==> src/rtl/gusn_pkg.sv <==
// Shared types and defaults for the perceptron frame loader.
// FSM state encoding, class codes and default geometry.
package gusn_pkg;

    typedef enum logic [1:0] {
        IDLE      = 2'd0,
        ISSUE     = 2'd1,
        WAIT_BUSY = 2'd2,
        WAIT_DONE = 2'd3
    } loader_state_t;

    localparam logic [1:0] CLS_CIRCLE = 2'd2;
    localparam logic [1:0] CLS_CROSS  = 2'd3;

    localparam int DEF_COLS    = 5;
    localparam int DEF_ROWS    = 5;
    localparam int DEF_TIMEOUT = 255;

endpackage

==> src/rtl/row_shift_buffer.sv <==
// Fill-side frame assembler: shifts COLS-bit rows into a ROWS*COLS frame.
// With FRAME_LOADER_PARITY_EN, frames holding a bad-parity row are dropped and flagged on "bad".
module row_shift_buffer
    import gusn_pkg::*;
#(
    parameter int COLS = DEF_COLS,
    parameter int ROWS = DEF_ROWS
) (
    input  logic                   clk,
    input  logic                   rst_n,
    input  logic                   push,
    input  logic [COLS:0]          row,
    input  logic                   pop,
    output logic [ROWS*COLS-1:0]   frame,
    output logic                   full,
    output logic                   bad
);

    localparam int W  = ROWS * COLS;
    localparam int CW = $clog2(ROWS);

    logic [W-1:0]  r_buf;
    logic [CW-1:0] r_cnt;
    logic          r_full;
    logic          w_last;
    logic          w_drop;

    assign w_last = push && (r_cnt == CW'(ROWS - 1));

`ifdef FRAME_LOADER_PARITY_EN
    logic r_bad;
    logic w_row_bad;

    // Even parity over pixels plus parity bit; any odd row poisons the frame.
    assign w_row_bad = ^row;
    assign w_drop    = w_last && (r_bad || w_row_bad);

    always_ff @(posedge clk or negedge rst_n) begin
        if (!rst_n) begin
            r_bad <= 1'b0;
        end else if (w_last) begin
            r_bad <= 1'b0;
        end else if (push && w_row_bad) begin
            r_bad <= 1'b1;
        end
    end
`else
    logic w_unused_par;

    assign w_unused_par = row[COLS];
    assign w_drop       = 1'b0;
`endif

    always_ff @(posedge clk or negedge rst_n) begin
        if (!rst_n) begin
            r_buf <= '0;
            r_cnt <= '0;
        end else if (push) begin
            r_buf <= {r_buf[W-COLS-1:0], row[COLS-1:0]};
            r_cnt <= w_last ? '0 : r_cnt + 1'b1;
        end
    end

    // pop only happens while full, push only while not full: never together.
    always_ff @(posedge clk or negedge rst_n) begin
        if (!rst_n) begin
            r_full <= 1'b0;
        end else if (pop) begin
            r_full <= 1'b0;
        end else if (w_last && !w_drop) begin
            r_full <= 1'b1;
        end
    end

    assign frame = r_buf;
    assign full  = r_full;
    assign bad   = w_drop;

endmodule

==> src/rtl/frame_loader.sv <==
// Double-buffered row-to-frame feeder for the perceptron classifier.
// Optional row parity checking is enabled by defining FRAME_LOADER_PARITY_EN.
module frame_loader
    import gusn_pkg::*;
#(
    parameter int COLS    = DEF_COLS,
    parameter int ROWS    = DEF_ROWS,
    parameter int TIMEOUT = DEF_TIMEOUT
) (
    input  logic                   clk,
    input  logic                   rst_n,
    input  logic [COLS:0]          row_data,
    input  logic                   row_valid,
    output logic                   row_ready,
    output logic [ROWS*COLS-1:0]   pc_in,
    output logic                   pc_en,
    input  logic                   pc_ready,
    input  logic [1:0]             pc_out,
    output logic [1:0]             cls,
    output logic                   cls_valid,
    output logic                   err,
    output logic                   busy
);

    localparam int WIDTH = ROWS * COLS;
    localparam int TW    = $clog2(TIMEOUT + 1);

    loader_state_t r_state;
    loader_state_t w_next;

    logic [WIDTH-1:0] w_frame;
    logic [WIDTH-1:0] r_pc_in;
    logic [TW-1:0]    r_timer;
    logic [1:0]       r_cls;
    logic             r_cls_valid;
    logic             r_err;
    logic             r_par_pend;
    logic             w_full;
    logic             w_bad;
    logic             w_push;
    logic             w_pop;
    logic             w_tmo;
    logic             w_done;
    logic             w_abort;
    logic             w_par_any;
    logic             w_pc_en;
    logic             w_busy;

    assign row_ready = rst_n && !w_full;
    assign w_push    = row_valid && row_ready;

    row_shift_buffer #(
        .COLS (COLS),
        .ROWS (ROWS)
    ) u_fill (
        .clk   (clk),
        .rst_n (rst_n),
        .push  (w_push),
        .row   (row_data),
        .pop   (w_pop),
        .frame (w_frame),
        .full  (w_full),
        .bad   (w_bad)
    );

    assign w_tmo = (r_timer == TW'(TIMEOUT));

    always_ff @(posedge clk or negedge rst_n) begin
        if (!rst_n) begin
            r_state <= IDLE;
        end else begin
            r_state <= w_next;
        end
    end

    always_comb begin
        w_next = r_state;
        case (r_state)
            IDLE:      if (w_full) w_next = ISSUE;
            ISSUE:     w_next = WAIT_BUSY;
            WAIT_BUSY: begin
                if (!pc_ready)  w_next = WAIT_DONE;
                else if (w_tmo) w_next = IDLE;
            end
            WAIT_DONE: begin
                if (pc_ready)   w_next = IDLE;
                else if (w_tmo) w_next = IDLE;
            end
            default:   w_next = IDLE;
        endcase
    end

    always_comb begin
        w_pop   = 1'b0;
        w_done  = 1'b0;
        w_abort = 1'b0;
        w_pc_en = 1'b0;
        w_busy  = 1'b0;
        case (r_state)
            IDLE:      w_pop = w_full;
            ISSUE: begin
                w_pc_en = 1'b1;
                w_busy  = 1'b1;
            end
            WAIT_BUSY: begin
                w_pc_en = 1'b1;
                w_busy  = 1'b1;
                w_abort = pc_ready && w_tmo;
            end
            WAIT_DONE: begin
                w_pc_en = 1'b1;
                w_busy  = 1'b1;
                w_done  = pc_ready;
                w_abort = !pc_ready && w_tmo;
            end
            default: ;
        endcase
    end

    // Timer restarts on issue and again once the perceptron has gone busy.
    always_ff @(posedge clk or negedge rst_n) begin
        if (!rst_n) begin
            r_timer <= '0;
        end else if (r_state == ISSUE || (r_state == WAIT_BUSY && !pc_ready)) begin
            r_timer <= '0;
        end else if ((r_state == WAIT_BUSY || r_state == WAIT_DONE) && !w_tmo) begin
            r_timer <= r_timer + 1'b1;
        end
    end

    // A parity drop that lands on a classification completion is deferred one cycle.
    assign w_par_any = w_bad || r_par_pend;

    always_ff @(posedge clk or negedge rst_n) begin
        if (!rst_n) begin
            r_pc_in     <= '0;
            r_cls       <= '0;
            r_cls_valid <= 1'b0;
            r_err       <= 1'b0;
            r_par_pend  <= 1'b0;
        end else begin
            if (w_pop)  r_pc_in <= w_frame;
            if (w_done) r_cls   <= pc_out;
            r_cls_valid <= w_done;
            r_err       <= w_abort || (w_par_any && !w_done);
            r_par_pend  <= w_par_any && w_done;
        end
    end

    assign pc_in     = r_pc_in;
    assign pc_en     = w_pc_en;
    assign busy      = w_busy;
    assign cls       = r_cls;
    assign cls_valid = r_cls_valid;
    assign err       = r_err;

endmodule

==> config.mk <==
export PLATFORM = sky130hd
export DESIGN_NAME = frame_loader
export DESIGN_NICKNAME = d
export VERILOG_FILES = /design/src/rtl/gusn_pkg.sv /design/src/rtl/row_shift_buffer.sv /design/src/rtl/frame_loader.sv
export SDC_FILE = /design/constraint.sdc
export NUM_CORES = 1
export LEC_CHECK = 0
export ABC_AREA = 1
export ABC_CLOCK_PERIOD_IN_PS = 1910
export BUFFER_PORTS_ARGS = -buffer_cell sky130_fd_sc_hd__buf_2
export CORE_MARGIN = 2
export CORE_UTILIZATION = 50
export CTS_BUF_LIST = sky130_fd_sc_hd__clkbuf_16
export DETAILED_ROUTE_END_ITERATION = 16
export GPL_TIMING_DRIVEN = 0
export PLACE_DENSITY = 0.68
export RECOVER_POWER = 100
export SLEW_MARGIN = 20
export SYNTH_ARGS = -nofsm -noshare
export SYNTH_HDL_FRONTEND = slang
export SYNTH_SLANG_ARGS = --single-unit
export TNS_END_PERCENT = 1
==> constraint.sdc <==
create_clock -name clk -period 1.91 [get_ports clk]
set_input_delay 0.2865 -clock clk [delete_from_list [all_inputs] [get_ports clk]]
set_output_delay 0.2865 -clock clk [all_outputs]
set_load 0.01 [all_outputs]
==> out/metrics.cfg, run 1 <==
[run_status]
status = finished, final reports clean

[drt]
remaining_drc_errors = 0
post_drt_wl_per_cell_um = 13.0
via_per_inst = 4.91
vias = 2204
dr.pass1.iters = 4
dr.first_iter.drc_count = 128
wirelength_um = 5840
antenna_left = 0

[global_route]
grt_use_total_pct = 20.3
grt_first_pass_wirelength_um = 10000
grt_max_degree = 47
overflow = 0
antenna_found_initial = 0
grt_pass1_vias = 2154

[setup_path]
cp.arrival_ns = 1.52
end_kind = primary output
worstReg2RegEnd = pc_in[18]
reg2reg_depth = 7
reg2reg_slack_ns = 0.15
path_max_fanout = 46
startpoint_type = primary input
crit_type = primary input to primary output
required_ns = 1.62
r2r_start = r_state[1]

[floorplan]
die_h_um = 81.2
dieArea_um2 = 6590
rows = 28
die_w_um = 81.2
core_area_um2 = 5850
start_util_pct = 50.9
io_pins = 44

[yosys]
async_flop_share_pct = 100
syn-num-nets = 329
syn_inst = 313
yosysWarnings = 0
post-synth-top-area-fraction_pct = 58.0
synth-edff-count = 0
synth.most_common_cell = nand2_1
synth_ff_type = dfrtp_1
synthTopCellsByArea = dfrtp_1 58%, nand2_1 13%, o21ai_2 5.9%
synth_cell_types = 29
synth_top_cell_by_area = dfrtp_1
synth_common_cells = 101 x nand2_1, 69 x dfrtp_1, 39 x inv_1
synth_seq_cells = 69
syn_area_um2 = 2980
yosysSeqAreaShare_pct = 58.0
syn_avg_cell_area_um2 = 9.51

[power]
power_w = 0.00568
clkPwrFrac_pct = 30.9
p_int_w = 0.00373
peakVddDrop_v = 0.000813
cellPowerDensity_nw_per_um2 = 1600
combPwrFrac_pct = 27.7
switchingPower_w = 0.00196
sw_frac_of_total_pct = 34.4
pwr-share-seq_pct = 41.4
power.leakage_nw = 1.79

[place]
pre_cts_slack_ns = -0.0365
dpl_cell_area_um2 = 3310
port_buffers = 42
dp.cells = 431
gp_congestion = 0.783
hpwl_um = 4010

[cells_and_area]
syn_to_final_growth_pct = 19.5
final_area_um2 = 3560
n_antenna_cell = 0
drive_gt1_share_pct = 16.6
nets = 385
layout.cells.non_filler = 449

[min_path]
hold_class = primary input to register
holdPathStages = 3
holdPathEnd = u_fill.frame[3]
min_from = row_data[3]

[sta]
maxSlewHeadroom_pct = 72.9
finalCriticalPeriod_ns = 1.81
finalSetupViolations = 0
setup_tns_ns = 0
grt_setup_unrepaired = true
setup_slack_ns = 0.102
hold_viol_final = 0
slew_violations = 0
skew_ns = 0.00832
period_share_pct = 94.6
worstMarginPinSlew_ns = 0.406
fmax_mhz = 553

[job]
drv_cap = 0

[clocking]
path_clk_slew_ns = 0.05
cts_buffer_depth = 2
root_buffer = clkbuf_16
cts_max_level = 3
clock-sinks = 69
worst_skew_pair.late_latency_ns = 0.33
post_cts_buffers = 0
cts_tree = yes
cts_buffers = 9

## sequential cells by signal, summed over array words and instances, names as in the netlist
signal	cells
pc_in	25
u_fill.frame	25
r_timer	8
u_fill.r_cnt	3
cls	2
r_state	2
cls_valid	1
err	1
r_par_pend	1
u_fill.full	1
## power groups by stage
| stage | registers, W | logic [W] | clock network (W) |
|---|---|---|---|
| after floorplan | 0.00242 | 0.00108 | 0 |
| after global placement | 0.00235 | 0.00168 | 0 |
| after detailed placement | 0.00236 | 0.00175 | 0 |
| after CTS | 0.00235 | 0.00177 | 0.00178 |
| after global routing | 0.00242 | 0.00183 | 0.00186 |
| final | 0.00235 | 0.00157 | 0.00176 |
## layout by cell type, fill, tap and decap left out, drive strengths merged
| master | Yosys | routed |
|---|---|---|
| a21oi | 3 | 3 |
| and2 | 1 | 1 |
| buf | 7 | 17 |
| bufinv | 0 | 2 |
| clkbuf | 4 | 47 |
| clkinv | 1 | 3 |
| clkinvlp | 0 | 1 |
| dfrtp | 69 | 69 |
| dlygate4sd3 | 0 | 1 |
| ha | 4 | 4 |
| inv | 41 | 43 |
| mux2 | 2 | 2 |
| nand2 | 103 | 103 |
| nand3 | 13 | 13 |
| nand3b | 1 | 1 |
| nand4 | 3 | 3 |
| nor2 | 8 | 8 |
| o211ai | 2 | 2 |
| o21ai | 47 | 47 |
| o21bai | 1 | 1 |
| o22ai | 1 | 1 |
| xor2 | 2 | 2 |
## worst max-delay path by stage
stage,end,from,slack (ns),cells past startpoint
floorplan,r_timer[5],r_timer[0],0.48,6
global placement,u_fill.r_cnt[0],rst_n,-0.66,8
detailed placement,u_fill.frame[4],rst_n,-0.04,8
CTS,u_fill.frame[4],rst_n,0.02,9
global route,u_fill.frame[20],rst_n,-0.01,8
finish,row_ready,rst_n,0.10,6
## metrics by stage
| step | hold slack [ns] | utilization [%] |
|---|---|---|
| 5_1_grt | 0.188 | 60.8 |
| 3_5_place_dp | 0.221 | 56.6 |
| 4_1_cts | 0.166 | 62.6 |
| 3_3_place_gp | 0.446 | 56.1 |
| 2_1_floorplan | -0.00909 | - |
| 6_report | 0.170 | 60.8 |
## metal layers
layer  vias to the layer above  global-route usage, %  wire [um]
li1                       1104                      -          -
met1                      1048                   27.3       2740
met2                        41                   31.3       2760
met3                        11                   5.56        246
met4                         0                   7.97         92
met5                         -                      0          0
## repair_timing
item | CTS | global route
hold buffers | 2 | 0
hold endpoints to repair | 24 | 0
resized for setup | 0 | 10
endpoints found under the setup margin | 0 | 27
## worst max-delay path: stages
cell and delay (ns):
dlygate4sd3_1 0.52, buf_4 0.14, buf_16 0.23, inv_1 0.08, nor2_2 0.09, buf_2 0.13
## cell type report
class,instances,area (um2)
multi-input cells,191,960
flip-flops and latches,69,1730
clock inverters,7,92.6
fillers,540,2290
plain buffers,11,63.8
repair buffers,45,233
clock buffers,9,225
inverters,42,165
well taps,75,93.8
## cell families after synthesis
| family | after synthesis | share of synthesized area (%) |
|---|---|---|
| xor+xnor | 2 | 0.588 |
| compound gates | 54 | 11.9 |
| fa+ha+maj | 4 | 1.68 |
| simple gates | 129 | 18.7 |
| flops | 69 | 58.0 |
| buf+inv | 53 | 8.36 |
| mux | 2 | 0.756 |
Power figures use the tool's default switching activity.
==> run 2: changes to the inputs <==
--- a/config.mk
+++ b/config.mk
@@ -13,7 +13,7 @@
 export CTS_BUF_LIST = sky130_fd_sc_hd__clkbuf_16
 export DETAILED_ROUTE_END_ITERATION = 16
 export GPL_TIMING_DRIVEN = 0
-export PLACE_DENSITY = 0.68
+export PLACE_DENSITY = 0.76
 export RECOVER_POWER = 100
 export SLEW_MARGIN = 20
 export SYNTH_ARGS = -nofsm -noshare
==> run 2 against run 1 <==
Net effect:
- hold slack worse by 0.12 ns
- die area stayed put
- global-route usage is 0.87 points higher
- largest cell class unchanged
- critical endpoint is now r_timer[7]
- routed wire length hardly changed
- final cell count is 0.22% lower
==> out/metrics.cfg, run 2 (synthesis results as in run 1) <==
[run_status]
status = finished, final reports clean

[sta]
period_share_pct = 91.2
maxSlewHeadroom_pct = 56.8
hold_viol_final = 0
worstMarginPinSlew_ns = 0.648
finalCriticalPeriod_ns = 1.74
setup_tns_ns = 0
slew_violations = 0
setup_slack_ns = 0.168
finalSetupViolations = 0
fmax_mhz = 574
skew_ns = 0.00605
grt_setup_unrepaired = false

[drt]
wirelength_um = 5840
dr.first_iter.drc_count = 139
vias = 2211
via_per_inst = 4.94
antenna_left = 0
post_drt_wl_per_cell_um = 13.0
remaining_drc_errors = 0
dr.pass1.iters = 4

[global_route]
antenna_found_initial = 0
grt_first_pass_wirelength_um = 10400
grt_max_degree = 60
grt_use_total_pct = 21.2
grt_pass1_vias = 2170
overflow = 0

[floorplan]
start_util_pct = 50.9
die_h_um = 81.2
io_pins = 44
dieArea_um2 = 6590
rows = 28
die_w_um = 81.2
core_area_um2 = 5850

[place]
port_buffers = 42
gp_congestion = 0.785
hpwl_um = 3900
dpl_cell_area_um2 = 3310
pre_cts_slack_ns = 0.00908

[cells_and_area]
syn_to_final_growth_pct = 18.7
final_common_cell = nand2_1
final_area_um2 = 3530
drive_gt1_share_pct = 13.9
nets = 384
n_antenna_cell = 0
layout_common_cells = 101 x nand2_1, 69 x dfrtp_1, 40 x inv_1
utilization_pct = 60.4

[power]
cellPowerDensity_nw_per_um2 = 1600
power.leakage_nw = 1.77
peakVddDrop_v = 0.000850

[setup_path]
required_ns = 2.17
slowest_delay_ns = 0.54
critical_path.top_delay_family = compound AO/OA/AOI/OAI gates
startpoint_type = register
end_kind = register
crit_type = register to register
crit_buf_inv = 0
cp.arrival_ns = 2.00
path_max_fanout = 8
path_cells = ha_1 -> nand2_2 -> nor2_1 -> a21oi_1 -> nand4_1 -> nand2_1
cp_slowest_cell = a21oi_1

[clocking]
root_buffer = clkbuf_16
cts_buffers = 9
worst_skew_pair.late_latency_ns = 0.33
hold_buffers = 1
cts_tree = yes
cts_buffer_depth = 2
path_clk_slew_ns = 0.06
cts_max_level = 3
clock-sinks = 69

[job]
drv_cap = 0

[min_path]
hold_class = primary input to async pin

[run 2: where the power goes]
part	switching, W	internal [W]	total (W)
clock	0.000611	0.00114	0.00175
combinational	0.00100	0.000568	0.00157
sequential	0.000327	0.00202	0.00235
[run 2: cell type report]
class,count,area [um2]
inverters,42,163
repair buffers,44,208
fillers,513,2320
plain buffers,11,83.8
well taps,75,93.8
clock inverters,7,90.1
flip-flops and latches,69,1730
multi-input cells,191,945
clock buffers,9,225
[run 2: metal layers]
layer | vias to the layer above | share of wire (%) | GRT usage [%]
li1 | 1100 | - | -
met1 | 1057 | 46 | 28.8
met2 | 46 | 48 | 32.8
met3 | 8 | 4.3 | 4.00
met4 | 0 | 1.9 | 10.2
met5 | - | 0 | 0
[run 2: worst paths after layout]
path	start	slack (ns)	end	cells past startpoint
setup / recovery	r_timer[0]	0.17	r_timer[7]	6
hold / removal	rst_n	0.05	cls[1]	2
setup reg to reg	r_timer[0]	0.17	r_timer[7]	6
hold reg to reg	r_par_pend	0.46	r_par_pend	2
max in group asynchronous	rst_n	0.97	pc_in[6]	2
min in group clk	row_data[4]	0.17	u_fill.frame[4]	3
[run 2: metrics by stage]
| step | hold WS (ns) | std cells | total power, W |
|---|---|---|---|
| after floorplan | -0.00909 | 313 | 0.00350 |
| after global placement | 0.448 | 430 | 0.00401 |
| after detailed placement | 0.144 | 431 | 0.00411 |
| after CTS | -0.0370 | 448 | 0.00590 |
| after global routing | 0.0987 | 448 | 0.00610 |
| final | 0.0460 | 448 | 0.00567 |
[run 2: what timing repair did]
| action | 4_1_cts | 5_1_grt |
|---|---|---|
| hold endpoints to repair | 11 | 50 |
| buffers inserted | 0 | 0 |
| endpoints found under the setup margin | 0 | 0 |
| resized for setup | 0 | 0 |
==> run 3: changes to the inputs <==
--- a/config.mk
+++ b/config.mk
@@ -9,11 +9,11 @@
 export ABC_CLOCK_PERIOD_IN_PS = 1910
 export BUFFER_PORTS_ARGS = -buffer_cell sky130_fd_sc_hd__buf_2
 export CORE_MARGIN = 2
-export CORE_UTILIZATION = 50
+export CORE_UTILIZATION = 29
 export CTS_BUF_LIST = sky130_fd_sc_hd__clkbuf_16
 export DETAILED_ROUTE_END_ITERATION = 16
 export GPL_TIMING_DRIVEN = 0
-export PLACE_DENSITY = 0.76
+export PLACE_DENSITY = 0.51
 export RECOVER_POWER = 100
 export SLEW_MARGIN = 20
 export SYNTH_ARGS = -nofsm -noshare
==> run 3 against run 2 <==
Net effect:
- fmax grew 0.48%
- largest power group unchanged
- via count fell by 0.95%
- highest routed layer unchanged
- die area grew 68%
- sequential power hardly changed
- critical path depth unchanged
- final area rose by 2.1%
- routed wire length up 5.1%
- non-clock buffer count increased by 2
- setup slack gained 0.0083 ns
- hold slack improved by 0.12 ns
- register-to-register slack better by 0.03 ns
- power shrank 2.8%
==> out/metrics.cfg, run 3 (synthesis results as in run 1) <==
[run_status]
status = finished, final reports clean

[drt]
dr.pass1.iters = 4
wirelength_um = 6140
vias = 2190
antenna_left = 0
via_per_inst = 4.32
remaining_drc_errors = 0
dr.first_iter.drc_count = 83
post_drt_wl_per_cell_um = 12.1

[clocking]
cts_max_level = 3
worst_skew_pair.late_latency_ns = 0.32
cts_buffer_depth = 2
path_clk_slew_ns = 0.06
root_buffer = clkbuf_16
clock-sinks = 69
cts_tree = yes
cts_buffers = 9

[sta]
worstMarginPinSlew_ns = 0.988
finalSetupViolations = 0
setup_slack_ns = 0.177
period_share_pct = 90.8
hold_viol_final = 0
maxSlewHeadroom_pct = 34.1
fmax_mhz = 577
skew_ns = 0.00732
finalCriticalPeriod_ns = 1.73
slew_violations = 0
grt_setup_unrepaired = false

[floorplan]
die_w_um = 105
start_util_pct = 30.2
core_area_um2 = 9860
die_h_um = 105
io_pins = 44
dieArea_um2 = 11100
rows = 36

[power]
power_w = 0.00552
switchingPower_w = 0.00192
cellPowerDensity_nw_per_um2 = 1530
sw_frac_of_total_pct = 34.7
combPwrFrac_pct = 28.4
peakVddDrop_v = 0.000510
pwr-share-seq_pct = 42.4
p_int_w = 0.00360
clkPwrFrac_pct = 29.2
power.leakage_nw = 1.77

[place]
gp_congestion = 0.743
dpl_cell_area_um2 = 3380
port_buffers = 42
hpwl_um = 4190
pre_cts_slack_ns = -0.168

[setup_path]
reg2reg_depth = 7
cp.arrival_ns = 1.45
cp_slowest_cell = dlygate4sd3_1
path_max_fanout = 18
end_kind = primary output
r2r_start = r_state[1]
startpoint_type = primary input
slowest_delay_ns = 0.53
worstReg2RegEnd = pc_in[16]
path_cells = dlygate4sd3_1 -> buf_4 -> buf_16 -> inv_1 -> nor2_2 -> clkbuf_1
required_ns = 1.62
critPathCapture = row_ready
reg2reg_slack_ns = 0.20
startpoint = rst_n
crit_type = primary input to primary output

[global_route]
overflow = 0
grt_max_degree = 36
grt_use_total_pct = 12.1
grt_pass1_vias = 2247
antenna_found_initial = 0
grt_first_pass_wirelength_um = 10700

[cells_and_area]
syn_to_final_growth_pct = 21.1
nets = 386
layout_common_cells = 101 x nand2_1, 69 x dfrtp_1, 38 x inv_1
drive_gt1_share_pct = 16.3
final_common_cell = nand2_1
final_area_um2 = 3610
n_antenna_cell = 0
utilization_pct = 36.6
fillers = 1058

[job]
drv_cap = 0

[min_path]
hold_class = primary input to register

## run 3: changes by cell type in the layout (fill, tap and decap cells not counted), moves of 2 or more
cell	delta
inv_1	-2
clkbuf_2	+4
clkinvlp_4	+2
nor2_1	-2
clkbuf_1	-3
## run 3: cell type report
cell class                 count  area, um2  area share, %
buffer                        11       86.3           2.39
clock buffer                   9        225           6.24
clock inverter                 6       63.8           1.77
inverter                      42        163           4.51
multi-input combinational    191        955           26.5
sequential                    69       1730           47.9
tap                          133        166           4.61
timing repair buffer          46        221           6.14
## run 3: what timing repair did
action | 4_1_cts | 5_1_grt
gates resized for setup | 0 | 9
setup buffers | 0 | 0
hold buffers | 2 | 0
endpoints found under the hold margin | 35 | 0
endpoints found under the setup margin | 0 | 30
## run 3: per-stage QoR
step | hold slack (ns) | TNS, ns | cells
floorplan | -0.00909 | 0 | 313
global placement | 0.450 | -20.05 | 488
detailed placement | 0.286 | -2.62 | 489
CTS | 0.153 | 0 | 506
global route | 0.184 | 0 | 507
finish | 0.166 | 0 | 507
## run 3: how the worst min path moves through the flow
stage,end,depth (start not counted),startpoint
after floorplan,cls[0],0,rst_n
final,u_fill.frame[2],3,row_data[2]
after CTS,u_fill.frame[2],3,row_data[2]
after detailed placement,cls_valid,1,rst_n
after global routing,u_fill.frame[0],3,row_data[0]
after global placement,r_par_pend,2,r_par_pend
## run 3: routing by layer
metal	part of all wire, %	GRT usage [%]	vias up	wire [um]
met5	0	0	-	0
met4	0.95	3.43	0	58
met3	4.9	4.39	6	303
met2	47	19.8	43	2900
met1	47	14.9	1041	2880
li1	-	-	1100	-
## run 3: power by group through the flow
stage	registers [W]	logic, W	clock network [W]
2_1_floorplan	0.00242	0.00108	0
3_3_place_gp	0.00235	0.00173	0
3_5_place_dp	0.00236	0.00176	0
4_1_cts	0.00234	0.00178	0.00167
5_1_grt	0.00242	0.00182	0.00172
6_report	0.00234	0.00156	0.00161
## run 3: worst max-delay path: cells and delay by family
kind,cells,cell delay (ns)
and+or+nand+nor,1,0.09
buffers and inverters,5,1.06
